### src/rtl/scan_crypt_engine.sv
// Scan-stream cipher engine: a 128-bit LFSR keystream encrypts or decrypts
// scan beats. A CRC-32 over the plaintext yields a per-session signature.
module scan_crypt_engine #(
  parameter int DATA_W = 8,
  parameter int WARMUP = 128
) (
  input  logic              clk,
  input  logic              reset_n,
  input  logic              en,
  input  logic              start,
  input  logic              stop,
  input  logic              mode_dec,
  input  logic [127:0]      initial_key,
  input  logic [63:0]       iv,
  input  logic              din_valid,
  input  logic [DATA_W-1:0] din,
  output logic              dout_valid,
  output logic [DATA_W-1:0] dout,
  output logic              busy,
  output logic              ready,
  output logic              sig_valid,
  output logic [31:0]       signature
);

  localparam int          CNT_W    = $clog2(WARMUP + 1);
  localparam logic [31:0] CRC_POLY = 32'h04C11DB7;
  localparam logic [31:0] CRC_INIT = 32'hFFFFFFFF;

  typedef enum logic [1:0] {S_IDLE, S_WARM, S_RUN, S_FINISH} state_t;

  state_t              state_q, state_d;
  logic [127:0]        lfsr_q, lfsr_d;
  logic [CNT_W-1:0]    cnt_q, cnt_d;
  logic [31:0]         crc_q, crc_d;
  logic                mode_q, mode_d;
  logic [DATA_W-1:0]   dout_q, dout_d;
  logic                dout_valid_q, dout_valid_d;
  logic [31:0]         signature_q, signature_d;
  logic                sig_valid_q, sig_valid_d;

  logic [127:0]        seed;
  logic [DATA_W-1:0]   ks;
  logic [DATA_W-1:0]   plaintext;

  // One Fibonacci LFSR step, shifting toward the MSB.
  function automatic logic [127:0] lfsr_step(input logic [127:0] s);
    return {s[126:0], s[127] ^ s[28] ^ s[26] ^ s[1]};
  endfunction

  // Bit-serial CRC-32 over one beat, MSB of the beat first.
  function automatic logic [31:0] crc_update(input logic [31:0] c_in,
                                             input logic [DATA_W-1:0] d);
    logic [31:0] c;
    logic        fb;
    c = c_in;
    for (int i = DATA_W - 1; i >= 0; i--) begin
      fb = c[31] ^ d[i];
      c  = {c[30:0], 1'b0} ^ (fb ? CRC_POLY : 32'h0);
    end
    return c;
  endfunction

  assign seed      = initial_key ^ {iv, iv};
  assign ks        = lfsr_q[DATA_W-1:0] ^ lfsr_q[127 -: DATA_W];
  // The CRC always covers plaintext: the input when encrypting, the result when decrypting.
  assign plaintext = mode_q ? (din ^ ks) : din;

  // State register.
  always_ff @(posedge clk or negedge reset_n) begin
    if (!reset_n) state_q <= S_IDLE;
    else          state_q <= state_d;
  end

  // Next-state logic; nothing moves while en is low.
  always_comb begin
    state_d = state_q;
    if (en) begin
      case (state_q)
        S_IDLE:   if (start) state_d = S_WARM;
        S_WARM: begin
          if (stop)                      state_d = S_IDLE;
          else if (cnt_q == CNT_W'(1))   state_d = S_RUN;
        end
        S_RUN:    if (stop) state_d = S_FINISH;
        S_FINISH: state_d = S_IDLE;
        default:  state_d = S_IDLE;
      endcase
    end
  end

  // FSM status outputs.
  always_comb begin
    busy  = (state_q != S_IDLE);
    ready = (state_q == S_RUN);
  end

  // Datapath next values: hold by default, valid pulses fall back to 0.
  always_comb begin
    lfsr_d       = lfsr_q;
    cnt_d        = cnt_q;
    crc_d        = crc_q;
    mode_d       = mode_q;
    dout_d       = dout_q;
    dout_valid_d = 1'b0;
    signature_d  = signature_q;
    sig_valid_d  = 1'b0;
    if (en) begin
      case (state_q)
        S_IDLE: begin
          if (start) begin
            // An all-zero seed would lock the LFSR, so substitute 1.
            lfsr_d = (seed == 128'h0) ? 128'h1 : seed;
            cnt_d  = CNT_W'(WARMUP);
            crc_d  = CRC_INIT;
            mode_d = mode_dec;
          end
        end
        S_WARM: begin
          if (!stop) begin
            lfsr_d = lfsr_step(lfsr_q);
            cnt_d  = cnt_q - CNT_W'(1);
          end
        end
        S_RUN: begin
          if (din_valid) begin
            dout_d       = din ^ ks;
            dout_valid_d = 1'b1;
            lfsr_d       = lfsr_step(lfsr_q);
            crc_d        = crc_update(crc_q, plaintext);
          end
        end
        S_FINISH: begin
          signature_d = crc_q;
          sig_valid_d = 1'b1;
        end
        default: ;
      endcase
    end
  end

  // Datapath registers.
  always_ff @(posedge clk or negedge reset_n) begin
    if (!reset_n) begin
      lfsr_q       <= 128'h0;
      cnt_q        <= '0;
      crc_q        <= CRC_INIT;
      mode_q       <= 1'b0;
      dout_q       <= '0;
      dout_valid_q <= 1'b0;
      signature_q  <= 32'h0;
      sig_valid_q  <= 1'b0;
    end else begin
      lfsr_q       <= lfsr_d;
      cnt_q        <= cnt_d;
      crc_q        <= crc_d;
      mode_q       <= mode_d;
      dout_q       <= dout_d;
      dout_valid_q <= dout_valid_d;
      signature_q  <= signature_d;
      sig_valid_q  <= sig_valid_d;
    end
  end

  assign dout       = dout_q;
  assign dout_valid = dout_valid_q;
  assign signature  = signature_q;
  assign sig_valid  = sig_valid_q;

endmodule
### config.mk
export PLATFORM = sky130hd
export DESIGN_NAME = scan_crypt_engine
export DESIGN_NICKNAME = d
export VERILOG_FILES = /design/src/rtl/scan_crypt_engine.sv
export SDC_FILE = /design/constraint.sdc
export NUM_CORES = 1
export LEC_CHECK = 0
export BUFFER_PORTS_ARGS = -buffer_cell sky130_fd_sc_hd__buf_2
export CORE_UTILIZATION = 50
export DETAILED_ROUTE_END_ITERATION = 10
export PLACE_DENSITY = 0.77
export SLEW_MARGIN = 25
export SYNTH_ARGS = -nofsm -noshare
export SYNTH_HDL_FRONTEND = slang
export SYNTH_SLANG_ARGS = --single-unit
### constraint.sdc
create_clock -name clk -period 2.4 [get_ports clk]
set_input_delay 0.24 -clock clk [delete_from_list [all_inputs] [get_ports clk]]
set_output_delay 0.24 -clock clk [all_outputs]
set_load 0.05 [all_outputs]
==> results of run 1 <==
power by group through the flow:
stage / combinational [mW] / sequential [mW] / clock (mW)
after floorplan: 9.55 / 6.97 / 0
after global placement: 13.0 / 6.26 / 0
after detailed placement: 13.3 / 6.32 / 0
after CTS: 13.5 / 6.28 / 3.64
after global routing: 14.9 / 6.48 / 3.80
final: 13.7 / 6.29 / 3.61
synthesized netlist by cell type, types with 2 or more instances:
library cell  number  share of area (%)
xor3_1             3               0.61
ha_1               7               0.75
nand4_1           25                1.3
dfrtp_1          181                 39
xnor3_1           13                2.5
a21oi_1          133                5.7
mux2_2            35                3.4
xnor2_1          153                 11
nand3_1            4               0.17
clkbuf_1          62                2.0
o211ai_1           4               0.26
mux2i_1           21                1.8
o21ai_0          138                5.9
nor3_1             4               0.17
or4_1              7               0.45
xnor2_2            5               0.70
inv_1             10               0.32
or3_1              2               0.11
xnor2_4            3               0.71
xor2_1            39                2.9
buf_1              3              0.096
nor2b_1            3               0.16
nor2_1           137                4.4
nand2_1          150                4.8
a22o_1             3               0.23
xnor3_2            3               0.61
o22a_1             8               0.60
dfstp_2           32                7.2
nor4_1             9               0.48
and3_1             4               0.21
tightest hold or removal path: stages:
cell     delay [ps]
buf_2           120
xnor2_1         110
o21ai_0          60
cell usage in the layout, fill, tap and decap left out, types with 5 or more instances in the layout:
cell type and count:
clkbuf_8 7, a21oi_1 133, o22a_1 8, nor2_1 136, nor4_1 8, nand2_1 150, clkbuf_16 24, mux2i_1 21
buf_4 31, mux2_2 35, dfstp_2 32, xnor2_1 153, xnor3_1 13, or4_1 6, buf_2 249, o21ai_0 138
ha_1 5, dfrtp_1 180, nand4_1 25, xnor2_4 6, xor2_1 39, clkbuf_1 7, inv_1 10
cell families (layout without fill, tap and decap cells):
kind of cell	after synthesis	count (layout)	share of synthesized area, %
muxes	56	56	5.18
adders and majority gates	7	7	0.750
DFF	213	213	46.0
AOI/OAI and AO/OA	292	292	13.1
and+or+nand+nor	350	351	12.6
buffers and inverters	76	343	2.45
xor gates and xnor gates	221	221	19.9
per-layer routing:
layer / share of wire [%] / wire length [µm] / GRT usage [%]
met1: 43 / 13200 / 34.6
met2: 49 / 15200 / 44.1
met3: 6.1 / 1900 / 3.84
met4: 2.2 / 691 / 7.50
met5: 0 / 0 / 0
repair_timing:
| action | 4_1_cts | 5_1_grt |
|---|---|---|
| hold buffers | 2 | 0 |
| endpoints found under the setup margin | 3 | 94 |
| cloned | 0 | 2 |
| setup buffers | 0 | 4 |
| pin swaps | 0 | 2 |
| hold endpoints to repair | 63 | 0 |
| gates resized for setup | 1 | 6 |
layout make-up:
| type | instances | area [µm²] | share of cell area (%) |
|---|---|---|---|
| multi-input combinational | 927 | 6090 | 42.5 |
| sequential | 213 | 5370 | 37.5 |
| timing repair buffer | 291 | 1660 | 11.6 |
| clock buffer | 36 | 684 | 4.78 |
| tap | 313 | 392 | 2.73 |
| clock inverter | 6 | 83.8 | 0.585 |
| inverter | 10 | 37.5 | 0.262 |
final timing paths:
kind	end	slack, ps	depth (start not counted)
setup / recovery	crc_q[9]	90	6
hold / removal	dout[3]	60	3
setup reg to reg	crc_q[9]	90	6
hold reg to reg	dout[3]	480	2
max in group asynchronous	crc_q[27]	1220	3
min in group asynchronous	cnt_q[5]	280	2
sequential cells by signal (all words and copies together) (netlist names), named ones only:
register,flops
signature,32
dout_valid,1
state_q,1
mode_q,1
dout,8
crc_q,32
sig_valid,1
lfsr_q,128
cnt_q,8
through the flow:
step | hold WS, ps | power [mW] | setup WS, ps | util (%)
after global routing | 76.0 | 25.2 | -38.7 | 62.9
after detailed placement | 281 | 19.7 | 52.7 | 58.9
after CTS | 51.3 | 23.4 | 31.0 | 62.4
final | 64.4 | 23.6 | 93.0 | 62.9
after global placement | 277 | 19.3 | 103 | 58.9
after floorplan | -55.6 | 16.5 | 48.2 | -
==> out/qor.csv, run 1 <==
stage,metric,value,unit
hold_path,hold_class,in2reg,
drt,wl,31000,µm
critical_path,r2r-start,lfsr_q[7],
drt,dr_total_vias,9616,
layout,final_cells,1796,
drt,firstDrtPassIters,5,
placement,hpwl,23000,µm
critical_path,critPathMaxStageDelay,560,ps
die,die_height,155,µm
layout,drive_above_1_share,27.8,%
global_routing,grt_max_degree,114,
placement,place_inst,1746,
drt,route.detailed.wl_per_inst,17.2,µm
die,ioPinCount,251,
synthesis,postSynthCellCount,1215,
clock_tree,numCtsBuffers,23,
timing,tightest_slew,589,ps
die,rows,55,
layout,nets,1680,
layout,insertedDiodeCount,0,
power,switchingPower,9.86,mW
power,p_leak,6.36,nW
global_routing,grt_pass1_vias,9260,
synthesis,syn-num-nets,1429,
layout,final_cell_area,14300,µm²
clock_tree,clk_pin_slew_worst_paths,60,ps
timing,setup-violations-final,0,
placement,finalWeightedCongestion,0.859,
power,p_seq_share,26.7,%
timing,hold_viol_final,0,
synthesis,ys_types,44,
hold_path,hold_start,din[3],
synthesis,synth_top_flop_cell,dfrtp_1,
critical_path,crit_required,2830,ps
synthesis,synthArstFlopShare,100,%
critical_path,path_delay_family,XOR/XNOR gates,
clock_tree,htree_levels,1,
global_routing,grtUsageTotal,26.0,%
synthesis,synth-seq-cells,213,
synthesis,avgSynthCellArea,9.61,µm²
power,powerDensity,1650,nW/µm²
critical_path,path_class,reg2reg,
outcome,status,completed,
drt,drt_iter0_drc,852,
critical_path,crit_chain,xor2_2 > nand2_2 > xnor2_4 > xnor3_2 > xnor3_4 > a21oi_1,
layout,num-fill-cells,1828,
placement,io_buffers,250,
clock_tree,tritoncts,yes,
timing,timing.fmax,433,MHz
global_routing,grt_pass1_wl,48300,µm
job,maxCapViolCount,0,
critical_path,worst-path-buf-inv,0,
clock_tree,root_buffer,clkbuf_16,
critical_path,startpoint_type,flip-flop,
power,pwr-share-comb,58.1,%
layout,area_growth,22.7,%
critical_path,setup.worst_path.end_class,flip-flop,
placement,dpl_cell_area,13400,µm²
global_routing,antenna_found_initial,0,
synthesis,synth_edf_count,0,
clock_tree,clock_latency,510,ps
timing,final.setup_skew,17.2,ps
die,coreArea,22800,µm²
synthesis,yosysSeqAreaShare,46.0,%
power,p_int,13.8,mW
drt,vias_per_cell,5.35,
die,die_w,155,µm
global_routing,overflow,0,
synthesis,ys_warn_count,0,
timing,finalCritPeriodShare,96.1,%
clock_tree,cts.sinks,213,
critical_path,cp-startpoint,lfsr_q[7],
timing,grt_setup_unrepaired,yes,
timing,final_max_slew_viol_count,0,
critical_path,cp_max_fo,7,
critical_path,critPathArrivalTime,2740,ps
power,irDropWorstVdd,1.10,mV
drt,ant_nets,0,
die,die_area,24000,µm²
timing,slew-limit-headroom,60.4,%
power,clkPwrFrac,15.3,%
die,start_util,51.3,%
clock_tree,clockBufferDepth,3,
critical_path,crit_slowest_cell,xnor3_2,
timing,fin_crit,2310,ps
drt,post-route-drc-count,0,
power,switching_share,41.8,%
synthesis,syn-cell-area,11700,µm²
timing,tns,0,ps
Power figures use the tool's default switching activity.
==> inputs of run 2 (changes only) <==
--- a/config.mk
+++ b/config.mk
@@ -5,6 +5,7 @@
 export SDC_FILE = /design/constraint.sdc
 export NUM_CORES = 1
 export LEC_CHECK = 0
+export ABC_AREA = 1
 export BUFFER_PORTS_ARGS = -buffer_cell sky130_fd_sc_hd__buf_2
 export CORE_UTILIZATION = 50
 export DETAILED_ROUTE_END_ITERATION = 10
==> run 2 against run 1 <==
Compared with the run above:
- critical path depth up 4
- largest cell class unchanged
- design area up 2.6%
- non-clock buffer count down 17
- clock power down 1%
- register-to-register slack better by 50 ps
- count of clock-buffer cells in the layout up 2
- highest routed layer unchanged
- largest power group unchanged
- clock skew down 4.0 ps
- sequential cell count unchanged
==> out/qor.csv, run 2 <==
stage,metric,value,unit
layout,layout_commonest_cell,nand2_1,
timing,grt_setup_unrepaired,no,
synthesis,yosysTopAreaCellShare,37.0,%
timing,finalCritPeriodShare,94.2,%
synthesis,syn-cell-area,12200,µm²
synthesis,yosys.area.top_type,dfrtp_1,
placement,finalWeightedCongestion,0.928,
power,powerDensity,1560,nW/µm²
die,die_height,158,µm
hold_path,hold_class,in2reg,
placement,place_inst,2092,
critical_path,setup.worst_path.end_class,flip-flop,
synthesis,ys_top_cells_by_count,"nand2_1 (427), dfrtp_1 (181), a21oi_1 (179), nor2_1 (124), xor2_1 (106)",
drt,route.detailed.wl_per_inst,15.9,µm
critical_path,startpoint_type,flip-flop,
drt,ant_nets,0,
die,rows,56,
critical_path,r2r-start,state_q[0],
synthesis,synthArstFlopShare,100,%
placement,io_buffers,250,
placement,dp_slack,131,ps
critical_path,crit_required,2820,ps
clock_tree,cts.sinks,213,
layout,area_growth,20.2,%
critical_path,reg2reg_depth,10,
clock_tree,root_buffer,clkbuf_16,
synthesis,ys_types,38,
global_routing,overflow,0,
layout,num-fill-cells,2090,
power,irDropWorstVdd,1.00,mV
die,die_w,158,µm
global_routing,grt_pass1_vias,11000,
job,maxCapViolCount,0,
timing,final.setup_skew,13.2,ps
synthesis,syn-num-nets,1782,
layout,final_cells,2137,
synthesis,synth_area_leaders,"dfrtp_1 (37%), nand2_1 (13%), xor2_1 (7.6%)",
layout,insertedDiodeCount,0,
global_routing,grtUsageTotal,27.7,%
timing,timing.final.ws_setup,138,ps
critical_path,cp_max_fo,27,
layout,largest_register_ffs,128,
clock_tree,cts_setup_buffers,0,
clock_tree,clk_pin_slew_worst_paths,60,ps
timing,slew-limit-headroom,58.6,%
synthesis,yosysSeqAreaShare,43.9,%
placement,hpwl,25500,µm
layout,regMostFlops,lfsr_q,
critical_path,reg2reg_slack,140,ps
outcome,status,completed,
layout,layout.cells.most_common_list,"nand2_1 (427), buf_2 (249), dfrtp_1 (181)",
layout,multi_input_area,6150,µm²
clock_tree,htree_levels,1,
layout,drive_above_1_share,20.4,%
synthesis,ys_warn_count,0,
die,ioPinCount,251,
timing,setup-violations-final,0,
die,die_area,25100,µm²
hold_path,min_to,lfsr_q[34],
global_routing,grt_max_degree,64,
die,coreArea,23800,µm²
timing,tightest_slew,615,ps
timing,hold_viol_final,0,
drt,dr_total_vias,11500,
critical_path,reg2reg_to,lfsr_q[42],
synthesis,synth-seq-cells,213,
synthesis,yosysMostFrequentCell,nand2_1,
critical_path,path_class,reg2reg,
clock_tree,tritoncts,yes,
layout,final-seq-area,5370,µm²
synthesis,synth_top_flop_cell,dfrtp_1,
drt,drt_iter0_drc,1113,
clock_tree,numCtsBuffers,24,
hold_path,hold_start,initial_key[34],
power,p_leak,7.17,nW
synthesis,postSynthCellCount,1568,
timing,tns,0,ps
drt,vias_per_cell,5.39,
drt,post-route-drc-count,0,
synthesis,avgSynthCellArea,7.80,µm²
clock_tree,clockBufferDepth,3,
drt,wl,33900,µm
die,start_util,51.5,%
critical_path,critPathArrivalTime,2680,ps
global_routing,grt_pass1_wl,54500,µm
synthesis,synth_edf_count,0,
hold_path,worst_hold_path.num_cells,4,
clock_tree,clock_latency,520,ps
timing,fin_crit,2260,ps
layout,nets,2014,
drt,firstDrtPassIters,5,
timing,final_max_slew_viol_count,0,
timing,timing.fmax,442,MHz
global_routing,antenna_found_initial,0,
==> run 2: cell count changes after synthesis, moves of 30 or more <==
cell	delta
nand2_1	+277
o21ai_0	-82
xor2_1	+67
mux2_2	-35
inv_1	+93
xnor2_1	-106
o21a_1	+30
nand3_1	+75
a21oi_1	+46
==> run 2: worst max-delay path by stage <==
stage               startpoint          to  slack, ps  cells after the start
finish              state_q[0]  lfsr_q[42]        140                     10
global route        state_q[0]  lfsr_q[42]        0.3                     10
CTS                 state_q[0]  lfsr_q[52]        120                     10
detailed placement  state_q[0]  lfsr_q[52]        130                     10
global placement    state_q[0]  lfsr_q[47]        270                     10
floorplan           state_q[0]  lfsr_q[35]         20                     10
==> run 2: cell type report <==
type | instances | area share (%)
inverter | 112 | 2.86
timing repair buffer | 274 | 10.8
sequential | 213 | 36.5
clock inverter | 6 | 0.494
clock buffer | 38 | 4.72
tap | 319 | 2.72
multi-input combinational | 1175 | 41.9
==> run 2: cell families (layout without fill, tap and decap cells) <==
family                   count (synthesis)  count (layout)  share of synthesized area, %
AO/OA/AOI/OAI                          331             331                          15.2
buffers and inverters                  180             430                          5.85
flip-flops                             213             213                          43.9
XOR/XNOR                               154             154                          11.1
AND/OR/NAND/NOR                        683             683                          23.2
adder cells (fa/ha/maj)                  7               7                         0.716
==> run 2: where the power goes <==
| part | switching [mW] | leakage, nW | internal [mW] |
|---|---|---|---|
| clock | 1.47 | 0.375 | 2.10 |
| sequential | 1.09 | 2.42 | 5.50 |
| combinational | 8.63 | 4.38 | 4.07 |
==> run 2: metal layers <==
metal	routed length [µm]	track usage (%)	vias to the layer above
met1	14300	36.6	5394
met3	2180	3.70	84
met4	1310	11.5	0
met5	0	0	-
met2	16100	45.8	465
li1	-	-	5578
==> run 2: worst max-delay path, cell delays in order, from the launching register on <==
cell and delay, ps:
dfrtp_1 420, inv_1 120, ha_4 190, inv_2 70
o21ai_1 120, inv_2 90, nand2_1 110, nor3_4 390
buf_4 380, o211ai_1 140, o21a_1 130
==> run 2: through the flow <==
step / total power [mW] / hold WS, ps / cell area, µm² / utilization, %
6_report: 22.9 / 13.6 / 14700 / 61.9
3_5_place_dp: 19.1 / 233 / 13900 / 58.6
5_1_grt: 24.6 / 15.4 / 14700 / 61.9
2_1_floorplan: 15.8 / -55.6 / 12200 / -
3_3_place_gp: 18.6 / 233 / 13900 / 58.6
4_1_cts: 22.8 / 3.07 / 14700 / 61.8
==> run 2: repair_timing <==
item | 4_1_cts | 5_1_grt
endpoints found under the setup margin | 0 | 5
resized for setup | 0 | 1
endpoints found under the hold margin | 48 | 0
hold buffers | 1 | 0
